===== config.mk =====
export PLATFORM = sky130hd
export DESIGN_NAME = phase_timer
export DESIGN_NICKNAME = d
export VERILOG_FILES = /design/src/rtl/phase_timer.sv
export SDC_FILE = /design/constraint.sdc
export NUM_CORES = 1
export LEC_CHECK = 0
export ABC_AREA = 1
export BUFFER_PORTS_ARGS = -buffer_cell sky130_fd_sc_hd__clkbuf_2
export CAP_MARGIN = 15
export CORE_MARGIN = 2
export CORE_UTILIZATION = 55
export DETAILED_ROUTE_END_ITERATION = 16
export PLACE_DENSITY = 0.73
export SYNTH_ARGS = -nofsm -noshare
export SYNTH_HDL_FRONTEND = slang
export SYNTH_SLANG_ARGS = --single-unit

===== constraint.sdc =====
create_clock -name clk -period 1.9 [get_ports clk]
set_input_delay 0.095 -clock clk [delete_from_list [all_inputs] [get_ports clk]]
set_output_delay 0.095 -clock clk [all_outputs]
set_load 0.02 [all_outputs]

===== src/rtl/phase_timer.sv =====
// Phase duration timer for the traffic-light sequencer: times the active one-hot
// phase and pulses g_end/y_end/r_end once. Optional hold port: PHASE_TIMER_HOLD_EN.
module phase_timer #(
  parameter int CLK_DIV = 50_000_000,
  parameter int G_TIME  = 30,
  parameter int Y_TIME  = 3,
  parameter int R_TIME  = 2,
  parameter int CW      = 8
) (
  input  logic          clk,
  input  logic          rst,
  input  logic          fsm_g,
  input  logic          fsm_y,
  input  logic          fsm_r,
`ifdef PHASE_TIMER_HOLD_EN
  input  logic          hold,
`endif
  output logic          g_end,
  output logic          y_end,
  output logic          r_end,
  output logic [CW-1:0] remain,
  output logic          phase_err
);

  localparam int PW = (CLK_DIV > 1) ? $clog2(CLK_DIV) : 1;
  localparam logic [PW-1:0] PRESC_MAX = PW'(CLK_DIV - 1);
  localparam logic [CW-1:0] G_LOAD    = CW'(G_TIME - 1);
  localparam logic [CW-1:0] Y_LOAD    = CW'(Y_TIME - 1);
  localparam logic [CW-1:0] R_LOAD    = CW'(R_TIME - 1);

  logic [2:0]    phase;
  logic          phase_valid;
  logic          new_phase;
  logic          hold_w;
  logic          running;
  logic          tick;
  logic [CW-1:0] load_val;

  logic [2:0]    prev_q, prev_d;
  logic [CW-1:0] cnt_q, cnt_d;
  logic [PW-1:0] presc_q, presc_d;
  logic          done_q, done_d;
  logic [2:0]    end_q, end_d;
  logic          err_q, err_d;

`ifdef PHASE_TIMER_HOLD_EN
  assign hold_w = hold;
`else
  assign hold_w = 1'b0;
`endif

  assign phase       = {fsm_g, fsm_y, fsm_r};
  assign phase_valid = (phase == 3'b100) || (phase == 3'b010) || (phase == 3'b001);
  assign new_phase   = phase_valid && (phase != prev_q);
  // A load always wins over hold so the new phase starts frozen at DUR-1.
  assign running     = phase_valid && !new_phase && !done_q && !hold_w;
  assign tick        = running && (presc_q == PRESC_MAX);

  always_comb begin
    load_val = R_LOAD;
    if (phase[2]) begin
      load_val = G_LOAD;
    end else if (phase[1]) begin
      load_val = Y_LOAD;
    end
  end

  always_comb begin
    prev_d  = phase;
    cnt_d   = cnt_q;
    presc_d = presc_q;
    done_d  = done_q;
    end_d   = 3'b000;
    err_d   = !phase_valid;
    if (new_phase) begin
      cnt_d   = load_val;
      presc_d = '0;
      done_d  = 1'b0;
    end else if (running) begin
      if (tick) begin
        presc_d = '0;
        if (cnt_q != '0) begin
          cnt_d = cnt_q - CW'(1);
        end else begin
          // Expiry: one pulse on the matching output, then stall until a new phase.
          done_d = 1'b1;
          end_d  = phase;
        end
      end else begin
        presc_d = presc_q + PW'(1);
      end
    end
  end

  always_ff @(posedge clk) begin
    if (rst) begin
      prev_q  <= 3'b000;
      cnt_q   <= '0;
      presc_q <= '0;
      done_q  <= 1'b0;
      end_q   <= 3'b000;
      err_q   <= 1'b0;
    end else begin
      prev_q  <= prev_d;
      cnt_q   <= cnt_d;
      presc_q <= presc_d;
      done_q  <= done_d;
      end_q   <= end_d;
      err_q   <= err_d;
    end
  end

  assign g_end     = end_q[2];
  assign y_end     = end_q[1];
  assign r_end     = end_q[0];
  assign remain    = cnt_q;
  assign phase_err = err_q;

endmodule


# --- After elaboration in Yosys (flattened, before gate mapping) ---
# Cells that the tools add are included.
word_totals:
  register_bits: 42
  out_inout_bits: 12
op_classes:
  add_sub_neg: 2
  eq_ne: 5
  n_bitwise: 3
  n_reduce_logical: 17
  muxes: 7
ops:
  columns: ["operator", "n"]
  rows:
  - ["two-way mux 8 bit", 5]
  - ["adder 26 x 1 -> 26 bit (second input constant)", 1]
  - ["equality test 26 bit (second input constant)", 1]
  - ["two-way mux 26 bit", 1]
  - ["nonzero test 8 bit", 1]
  - ["subtractor 8 x 1 -> 8 bit (second input constant)", 1]
  - ["AND reduction 3 bit", 2]
  - ["nonzero test 2 bit", 3]
  - ["OR reduction 5 bit", 1]
  - ["logical AND 1 bit", 4]
  - ["equality test 3 x 1 -> 1 bit (second input constant)", 1]
  - ["equality test 3 x 2 -> 1 bit (second input constant)", 1]
  - ["equality test 3 bit (second input constant)", 1]
  - ["zero test 1 bit", 3]
  - ["inequality test 3 bit", 1]
  - ["NOT 1 bit", 3]
  - ["logical OR 1 bit", 2]
  - ["two-way mux 2 bit", 1]
  - ["OR reduction 2 bit", 1]

# --- Longest topological paths before layout ---
# Gate-level depths: netlist of run 1.
logic_depth:
  word_depth: 11
  depth_mapped: 12
  depth_no_buf: 12

# --- Worst setup path after synthesis of run 1 ---
# No wires, ideal clock.
synth_path:
  path_kind: "register -> register"
  start: "register presc_q[0]"
  end: "register cnt_q[1], in the netlist remain[1]"
  n_path_buf: 0
  path_stages_with_launch: 10
  arrival_time_ps: 1493
  slack_ps: 297
  required_time_ps: 1790
  synth_period_minus_slack_ps: 1603
  cell_sequence: "dfxtp_1 -> ha_1 -> nand3_1 -> nor2_4 -> nand2_1 -> nor2_4 -> nand3_2 -> nand2_2 -> and2_1 -> nor2_1"
synth_via:
  elab_chain_cells: 4
synth_lines:
  columns: ["item", "line_no", "source"]
  rows:
  - ["from (decl)", "41", "logic [PW-1:0] presc_q, presc_d;"]
  - ["from (signal assigned)", "106", "presc_q <= presc_d;"]
  - ["equality test 26 bit", "57", "assign tick = running && (presc_q == PRESC_MAX);"]
  - ["logical AND 1 bit", "57", null]
  - ["nonzero test 2 bit (no line)", null, null]
  - ["AND reduction 3 bit (no line)", null, null]
  - ["to (signal assigned)", "105", "cnt_q <= cnt_d;"]
  - ["to (decl)", "40", "logic [CW-1:0] cnt_q, cnt_d;"]
# No other way between the ends.
# A chain may end at the register's enable or synchronous reset.

# --- Final worst setup path of run 1 ---
layout_path:
  start: "register presc_q[0]"
  end: "register presc_q[21]"
layout_via:
  elab_chain_cells: 3
layout_lines:
  columns: ["item", "line_no", "source"]
  rows:
  - ["branches (longest 2 deep; another with adder 26 x 1 -> 26 bit)", null, null]
  - ["two-way mux 26 bit (*)", "80", "if (tick) begin"]
# Every way passes the cells marked *.

==> results.sh, run 1 <==
export IMPL_status="completed"
export IMPL_multiInputGateArea_mm2=0.00153
export IMPL_grt_max_degree=39
export IMPL_fin_crit_ps=1720
export IMPL_final_setup_worst_slack_ps=184
export IMPL_dpl_worst_slack_ps=184
export IMPL_drt_wl_total_um=5680
export IMPL_hp_class="input port to flip-flop"
export IMPL_swShare_pct=29.2
export IMPL_endpoint_kind="flip-flop"
export IMPL_maxSlewHeadroom_pct=64.8
export IMPL_synth_area_mm2=0.00259
export IMPL_synth_seq_cells=42
export IMPL_die_width_um=72.7
export IMPL_worstPathArrival_ps=1890
export IMPL_rsz0062_at_grt="false"
export IMPL_synth_xor_xnor_area_share_pct=4.39
export IMPL_p_leak_nw=1.11
export IMPL_syn_avg_cell_area_um2=6.62
export IMPL_final_area_mm2=0.00281
export IMPL_dp_cells=456
export IMPL_grtUsageTotal_pct=24.0
export IMPL_dpl_hpwl_um=4250
export IMPL_die_h_um=72.7
export IMPL_route_detailed_drc=0
export IMPL_netlist_area_leader_share_pct=32.4
export IMPL_ys_seq_area_share_pct=32.4
export IMPL_ys_warn_count=0
export IMPL_yosys_area_share_adder_pct=1.45
export IMPL_vias=2463
export IMPL_dpl_instance_area_mm2=0.00271
export IMPL_critical_path_max_fanout=6
export IMPL_synth_largest_area_cell="dfxtp_1"
export IMPL_initial_utilization_pct=58.4
export IMPL_io_buffers=16
export IMPL_drt_wirelength_per_cell_um=12.3
export IMPL_syn_to_final_growth_pct=8.30
export IMPL_synth_edf_count=0
export IMPL_final_cells=464
export IMPL_diodes=0
export IMPL_grt_pass1_wl_um=10200
export IMPL_tightest_slew_ps=524
export IMPL_cts_tree="yes"
export IMPL_power_density_mw_per_mm2=644
export IMPL_seqCellArea_um2=841
export IMPL_antenna_found_initial=0
export IMPL_grt_pass1_vias=2295
export IMPL_setup_tns_ps=0
export IMPL_synth_cells=392
export IMPL_n_fill_cell=423
export IMPL_cts_setup_buffers=0
export IMPL_cts_root_buf="clkbuf_8"
export IMPL_grt_ovfl_total=0
export IMPL_viasPerCell=5.31
export IMPL_finalCritPeriodShare_pct=90.3
export IMPL_synth_ff_type="dfxtp_1"
export IMPL_num_nets_final=419
export IMPL_finalSetupViolations=0
export IMPL_p_int_mw=1.28
export IMPL_core_mm2=0.00444
export IMPL_synth_distinct_cells=35
export IMPL_clock_latency_ps=300
export IMPL_hold_viol_final=0
export IMPL_numCtsBuffers=5
export IMPL_synthSimpleGateAreaFrac_pct=44.4
export IMPL_io_pins=17
export IMPL_dieArea_mm2=0.00528
export IMPL_seqPwrFrac_pct=50.6
export IMPL_p_comb_share_pct=15.3
export IMPL_pwr_share_clk_pct=34.1
export IMPL_cp_start_kind="flip-flop"
export IMPL_cts_sinks=42
export IMPL_fin_skew_ps=12.5
export IMPL_synthArstFlopShare_pct=0
export IMPL_ir_drop_mv=0.502
export IMPL_power_mw=1.81
export IMPL_core_rowCount=24
export IMPL_synth_area_leaders="dfxtp_1 (32%), nand2_1 (17%), nor2_1 (8.5%)"
export IMPL_synth_top_family_by_area="simple AND/OR/NAND/NOR gates"
export IMPL_synth_compound_area_share_pct=8.35
export IMPL_cts_htree_levels=2
export IMPL_drive_gt1_share_pct=14.6
export IMPL_syn_nets=400
export IMPL_p_switching_mw=0.528
export IMPL_fmax_mhz=583
export IMPL_utilization_pct=63.2
export IMPL_clkTransAtPathRegs_ps=80
export IMPL_cts_max_path_buffers=2
export IMPL_drtIter0Drc=198
export IMPL_postRouteAntennaNets=0
export IMPL_synth_area_mux_share_pct=0
export IMPL_hold_ws_ps=80.8
export IMPL_worstPathRequired_ps=2080
export IMPL_drv_slew=0
export IMPL_routabilityCongestion=0.886
export IMPL_crit_type="flip-flop to flip-flop"
export IMPL_dr_pass1_iters=5
export IMPL_cap_violations=0
==> worst max-delay path: stages (launching register included) <==
cell and delay (ps):
dfxtp_1 410, ha_1 190, buf_4 140, nand3_1 160, nor4_1 220, nand3_1 260
nand3_1 160, a21oi_2 60
==> worst paths after layout <==
check,startpoint,endpoint,slack [ps],depth (start not counted)
setup / recovery,presc_q[0]$_SDFFE_PP0P_,presc_q[21]$_SDFFE_PP0P_,180,7
hold / removal,fsm_r,prev_q[0]$_SDFF_PP0_,80,3
setup reg to reg,presc_q[0]$_SDFFE_PP0P_,presc_q[21]$_SDFFE_PP0P_,180,7
hold reg to reg,done_q$_SDFFE_PP0P_,done_q$_SDFFE_PP0P_,490,2
==> metal layers <==
metal	GRT usage [%]	wire length, um	vias to the layer above
li1	-	-	1288
met1	31.0	2670	1099
met2	39.3	2670	62
met3	4.42	209	14
met4	9.88	140	0
met5	0	0	-
==> state kept, by name, indices dropped and copies added, names as in the netlist <==
signal,cells
presc_q,26
prev_q,3
end_q,3
remain,8
phase_err,1
done_q,1
==> cell families after synthesis <==
family,count (synthesis)
and+or+nand+nor,250
buffers and inverters,49
DFF,42
AOI/OAI and AO/OA,35
xor gates and xnor gates,13
adders and majority gates,3
==> power groups by stage <==
stage / registers [mW] / clock network, mW / logic (mW)
floorplan: 0.950 / 0 / 0.208
CTS: 0.915 / 0.642 / 0.280
global route: 0.918 / 0.671 / 0.316
finish: 0.915 / 0.617 / 0.277
global placement: 0.935 / 0 / 0.276
detailed placement: 0.936 / 0 / 0.279
==> layout by cell type, fill, tap and decap left out <==
cell and instances:
nand2_1 117, nor3_2 2, o21bai_1 1, buf_12 1, nand3_1 30, xor2_1 8, nand3b_1 4, nand3_2 2
nand2_4 2, a21oi_1 16, nor3_1 12, buf_4 2, clkinv_2 1, nor2_8 1, inv_6 1, clkinvlp_4 1
inv_1 37, nand4_2 1, nor2_2 2, o21ai_1 1, nand2_2 3, a31oi_1 1, dfxtp_1 42, a21oi_2 10
o21ai_0 6, nor4_1 1, clkinv_4 1, xnor2_1 5, nor3b_1 1, inv_2 3, nor3_4 2, clkbuf_8 6
nor2_4 3, nor2_1 59, nand4_1 6, clkbuf_2 16, ha_1 3, and2_1 1, and3_1 1
==> repair_timing <==
item,in CTS,in global routing
endpoints found under the setup margin,0,2
hold endpoints to repair,0,0
hold buffers,0,0
resized for setup,0,1
==> synth_stat cells (all sizes together), types with 5 or more instances <==
| library cell | count |
|---|---|
| nand2 | 122 |
| nor2 | 65 |
| dfxtp | 42 |
| inv | 41 |
| nand3 | 32 |
| a21oi | 26 |
| nor3 | 16 |
| xor2 | 8 |
| buf | 7 |
| nand4 | 7 |
| o21ai | 7 |
| xnor2 | 5 |
==> cell type report <==
cell class,count,area share [%]
multi-input cells,301,54.3
well taps,52,2.32
inverters,42,5.97
repair buffers,19,4.10
flip-flops and latches,42,29.9
clock buffers,6,2.94
clock inverters,2,0.445
(Power assumes the default switching activity.)
==> run 2: changes to the inputs <==
Settings changed: CORE_ASPECT_RATIO set to 0.9.
==> results.sh, run 2 (synthesis results as in run 1) <==
export IMPL_status="completed"
export IMPL_dpl_hpwl_um=4310
export IMPL_tightest_slew_ps=445
export IMPL_finalSetupViolations=0
export IMPL_drt_wirelength_per_cell_um=11.9
export IMPL_routabilityCongestion=0.939
export IMPL_dpl_worst_slack_ps=195
export IMPL_io_pins=17
export IMPL_fin_crit_ps=1710
export IMPL_vias=2447
export IMPL_dpl_instance_area_mm2=0.00274
export IMPL_seqPwrFrac_pct=47.6
export IMPL_maxSlewHeadroom_pct=70.1
export IMPL_crit_start="presc_q[1]$_SDFFE_PP0P_"
export IMPL_grt_pass1_vias=2241
export IMPL_p_comb_share_pct=14.5
export IMPL_fin_skew_ps=7.79
export IMPL_r2r_worst_path_cells=10
export IMPL_regMostFlops="presc_q"
export IMPL_dieArea_mm2=0.00528
export IMPL_dr_pass1_iters=4
export IMPL_hold_viol_final=0
export IMPL_clkTransAtPathRegs_ps=80
export IMPL_worstPathArrival_ps=1920
export IMPL_final_setup_worst_slack_ps=187
export IMPL_final_common_cell="nand2_1"
export IMPL_endpoint_kind="flip-flop"
export IMPL_p_leak_nw=1.12
export IMPL_cts_max_path_buffers=2
export IMPL_viasPerCell=5.13
export IMPL_cp_start_kind="flip-flop"
export IMPL_setup_tns_ps=0
export IMPL_rsz0062_at_grt="false"
export IMPL_grt_pass1_wl_um=9960
export IMPL_drv_slew=0
export IMPL_critical_path_max_fanout=8
export IMPL_drtIter0Drc=218
export IMPL_drt_wl_total_um=5690
export IMPL_hold_start="fsm_r"
export IMPL_post_cts_resized=0
export IMPL_initial_utilization_pct=57.8
export IMPL_grtUsageTotal_pct=22.8
export IMPL_min_path_cells=3
export IMPL_final_area_mm2=0.00285
export IMPL_p_switching_mw=0.511
export IMPL_die_h_um=69.1
export IMPL_pwr_share_clk_pct=37.9
export IMPL_r2r_start="presc_q[1]$_SDFFE_PP0P_"
export IMPL_drive_gt1_share_pct=15.2
export IMPL_syn_to_final_growth_pct=9.89
export IMPL_numCtsBuffers=5
export IMPL_cap_violations=0
export IMPL_hp_class="input port to flip-flop"
export IMPL_core_mm2=0.00449
export IMPL_grt_max_degree=18
export IMPL_worstPathRequired_ps=2100
export IMPL_io_buffers=16
export IMPL_grt_ovfl_total=0
export IMPL_route_detailed_drc=0
export IMPL_power_density_mw_per_mm2=674
export IMPL_swShare_pct=26.6
export IMPL_cts_sinks=42
export IMPL_crit_type="flip-flop to flip-flop"
export IMPL_finalCritPeriodShare_pct=90.2
export IMPL_diodes=0
export IMPL_core_rowCount=23
export IMPL_cts_setup_buffers=0
export IMPL_ir_drop_mv=0.408
export IMPL_p_int_mw=1.41
export IMPL_n_fill_cell=412
export IMPL_postRouteAntennaNets=0
export IMPL_postCtsHoldBufs=0
export IMPL_clock_latency_ps=300
export IMPL_num_nets_final=423
export IMPL_final_cell_mix="nand2_1 (117), nor2_1 (59), dfxtp_1 (42)"
export IMPL_cts_tree="yes"
export IMPL_largest_reg_flops=26
export IMPL_antenna_found_initial=0
export IMPL_cts_htree_levels=2
export IMPL_die_width_um=76.4
export IMPL_fmax_mhz=584
export IMPL_cts_root_buf="clkbuf_8"
[run 2: cell count changes in the layout (fill, tap and decap cells not counted)]
cell,delta
buf_12,-1
buf_4,+5
bufinv_16,+1
clkinv_2,-1
clkinvlp_4,-1
nor3_2,+1
nor3_4,-1
[run 2: through the flow]
step	hold WS (ps)	power [mW]	util, %	instances
floorplan	222	1.16	-	392
global placement	377	1.21	61.0	470
detailed placement	395	1.21	61.0	470
CTS	83.5	1.94	63.5	477
global route	110	2.01	63.5	477
finish	77.9	1.92	63.5	477
[run 2: path summary, 6_finish.rpt]
| check | to | slack (ps) |
|---|---|---|
| setup / recovery | presc_q[13]$_SDFFE_PP0P_ | 190 |
| hold / removal | prev_q[0]$_SDFF_PP0_ | 80 |
| setup reg to reg | presc_q[13]$_SDFFE_PP0P_ | 190 |
| hold reg to reg | presc_q[23]$_SDFFE_PP0P_ | 490 |
[run 2: area by class of cell]
cell class | instances | area (um^2) | share of cell area, %
multi-input combinational | 301 | 1520 | 53.3
sequential | 42 | 841 | 29.5
inverter | 42 | 168 | 5.88
timing repair buffer | 23 | 133 | 4.65
clock buffer | 6 | 82.6 | 2.90
tap | 62 | 77.6 | 2.72
clock inverter | 1 | 30.0 | 1.05
[run 2: per-layer routing]
metal	vias up	global-route usage (%)	routed length, um
met4	0	7.47	61
met5	-	0	0
met1	1094	30.3	2680
met2	53	37.9	2690
met3	6	3.93	263
li1	1294	-	-
[run 2: power groups by stage]
stage	registers (mW)	clock network, mW	logic, mW
2_1_floorplan	0.950	0	0.208
3_3_place_gp	0.935	0	0.276
3_5_place_dp	0.936	0	0.278
4_1_cts	0.915	0.743	0.280
5_1_grt	0.918	0.773	0.315
6_report	0.915	0.729	0.278
[run 2: worst max-delay path, cell delays in order, from the launching register on]
cell      delay [ps]
dfxtp_1          380
ha_1             220
nand3_1          130
nor2_4           140
nand2_1          100
nor2_4           150
nand2_1          100
nand2_4          160
clkinv_4         100
o21ai_1           90
nor2_1            50
==> run 3: changes to the inputs <==
Settings changed: CORE_MARGIN 2 to not set, CTS_BUF_LIST set to sky130_fd_sc_hd__clkbuf_4 sky130_fd_sc_hd__clkbuf_8.
==> results.sh, run 3 (synthesis results as in run 1) <==
export IMPL_status="completed"
export IMPL_regMostFlops="presc_q"
export IMPL_worstPathRequired_ps=2080
export IMPL_drt_wl_total_um=5670
export IMPL_cts_max_path_buffers=2
export IMPL_critical_path_max_stage_delay_ps=370
export IMPL_power_mw=1.78
export IMPL_finalCritPeriodShare_pct=87.4
export IMPL_die_h_um=67.1
export IMPL_die_width_um=74.4
export IMPL_critical_path_max_fanout=6
export IMPL_seqCellArea_um2=841
export IMPL_fin_crit_ps=1660
export IMPL_cap_violations=0
export IMPL_post_cts_resized=0
export IMPL_grtUsageTotal_pct=24.7
export IMPL_numCtsBuffers=5
export IMPL_drive_gt1_share_pct=14.4
export IMPL_cts_root_buf="clkbuf_8"
export IMPL_cts_setup_buffers=0
export IMPL_timing_critical_path_mode_cell="nand3_1"
export IMPL_viasPerCell=5.12
export IMPL_io_pins=17
export IMPL_setup_tns_ps=0
export IMPL_cts_tree="yes"
export IMPL_clkTransAtPathRegs_ps=80
export IMPL_tightest_slew_ps=507
export IMPL_dr_pass1_iters=4
export IMPL_cts_htree_levels=2
export IMPL_cpMaxStageDelayCell="dfxtp_1"
export IMPL_n_fill_cell=450
export IMPL_initial_utilization_pct=57.8
export IMPL_fmax_mhz=602
export IMPL_syn_to_final_growth_pct=8.10
export IMPL_core_rowCount=23
export IMPL_drv_slew=0
export IMPL_crit_type="flip-flop to flip-flop"
export IMPL_rsz0062_at_grt="false"
export IMPL_grt_ovfl_total=0
export IMPL_fin_skew_ps=9.09
export IMPL_multiInputGateArea_mm2=0.00152
export IMPL_largest_reg_flops=26
export IMPL_postCtsHoldBufs=0
export IMPL_diodes=0
export IMPL_core_mm2=0.00449
export IMPL_antenna_found_initial=0
export IMPL_dpl_worst_slack_ps=239
export IMPL_final_cell_mix="nand2_1 (117), nor2_1 (59), dfxtp_1 (42)"
export IMPL_cts_sinks=42
export IMPL_final_setup_worst_slack_ps=240
export IMPL_postRouteAntennaNets=0
export IMPL_final_common_cell="nand2_1"
export IMPL_route_detailed_drc=0
export IMPL_maxSlewHeadroom_pct=65.9
export IMPL_worstPathArrival_ps=1840
export IMPL_critical_path_top_delay_family="simple AND/OR/NAND/NOR gates"
export IMPL_drtIter0Drc=164
export IMPL_endpoint_kind="flip-flop"
export IMPL_hp_class="input port to flip-flop"
export IMPL_num_nets_final=419
export IMPL_finalSetupViolations=0
export IMPL_drt_wirelength_per_cell_um=12.0
export IMPL_routabilityCongestion=0.878
export IMPL_cp_start_kind="flip-flop"
export IMPL_power_density_mw_per_mm2=633
export IMPL_vias=2423
export IMPL_grt_max_degree=39
export IMPL_grt_pass1_wl_um=9520
export IMPL_dpl_hpwl_um=4240
export IMPL_dieArea_mm2=0.00499
export IMPL_hold_viol_final=0
export IMPL_path_cells="ha_1 -> nand3_1 -> nor4_1 -> nand3_1 -> nand3_1 -> a21oi_2"
export IMPL_p_leak_nw=1.09
export IMPL_io_buffers=16
export IMPL_crit_buf_inv=0
export IMPL_ir_drop_mv=0.605
export IMPL_grt_pass1_vias=2214
export IMPL_clock_latency_ps=300
[run 3: cell types whose count changed in the layout (fill, tap and decap cells not counted)]
cell       delta
clkbuf_4      +2
buf_12        +1
clkbuf_8      -1
buf_4         -5
bufinv_16     -1
[run 3: worst reg2reg max path, cell delays in order (launching register included)]
cell,delay (ps)
dfxtp_1,370
ha_1,200
nand3_1,190
nor4_1,280
nand3_1,280
nand3_1,180
a21oi_2,60
[run 3: per-layer routing]
metal	GRT usage, %	part of all wire [%]	vias up
met1	30.7	47	1076
li1	-	-	1290
met2	42.5	48	45
met3	4.48	3.4	12
met4	9.43	1.8	0
met5	0	0	-
[run 3: worst paths after layout]
kind                       startpoint                  endpoint  slack, ps  depth (start not counted)
max           presc_q[1]$_SDFFE_PP0P_  presc_q[14]$_SDFFE_PP0P_        240                          6
min reg2reg  presc_q[23]$_SDFFE_PP0P_  presc_q[23]$_SDFFE_PP0P_        480                          2
min                             fsm_r      prev_q[0]$_SDFF_PP0_         90                          3
max reg2reg   presc_q[1]$_SDFFE_PP0P_  presc_q[14]$_SDFFE_PP0P_        240                          6
[run 3: final cells by class]
cell class / instances / area share, %
clock buffers: 7 / 2.99
inverters: 42 / 5.98
multi-input cells: 301 / 54.2
flip-flops and latches: 42 / 30.0
well taps: 62 / 2.77
repair buffers: 19 / 4.11
[run 3: report_power, final]
group	total, mW	internal [mW]	leakage, nW	switching, mW
Sequential	0.914	0.898	0.340	0.0159
Clock	0.586	0.282	0.0452	0.304
Combinational	0.276	0.0921	0.704	0.183
Total	1.78	1.27	1.09	0.503
[run 3: metrics by stage]
stage	area (um^2)	hold slack, ps	util [%]	cells
final	2800	88.5	62.5	473
after global routing	2800	98.7	62.5	473
after CTS	2800	83.5	62.5	473
after detailed placement	2720	384	60.6	466
after global placement	2720	383	60.6	466
after floorplan	2590	222	-	392
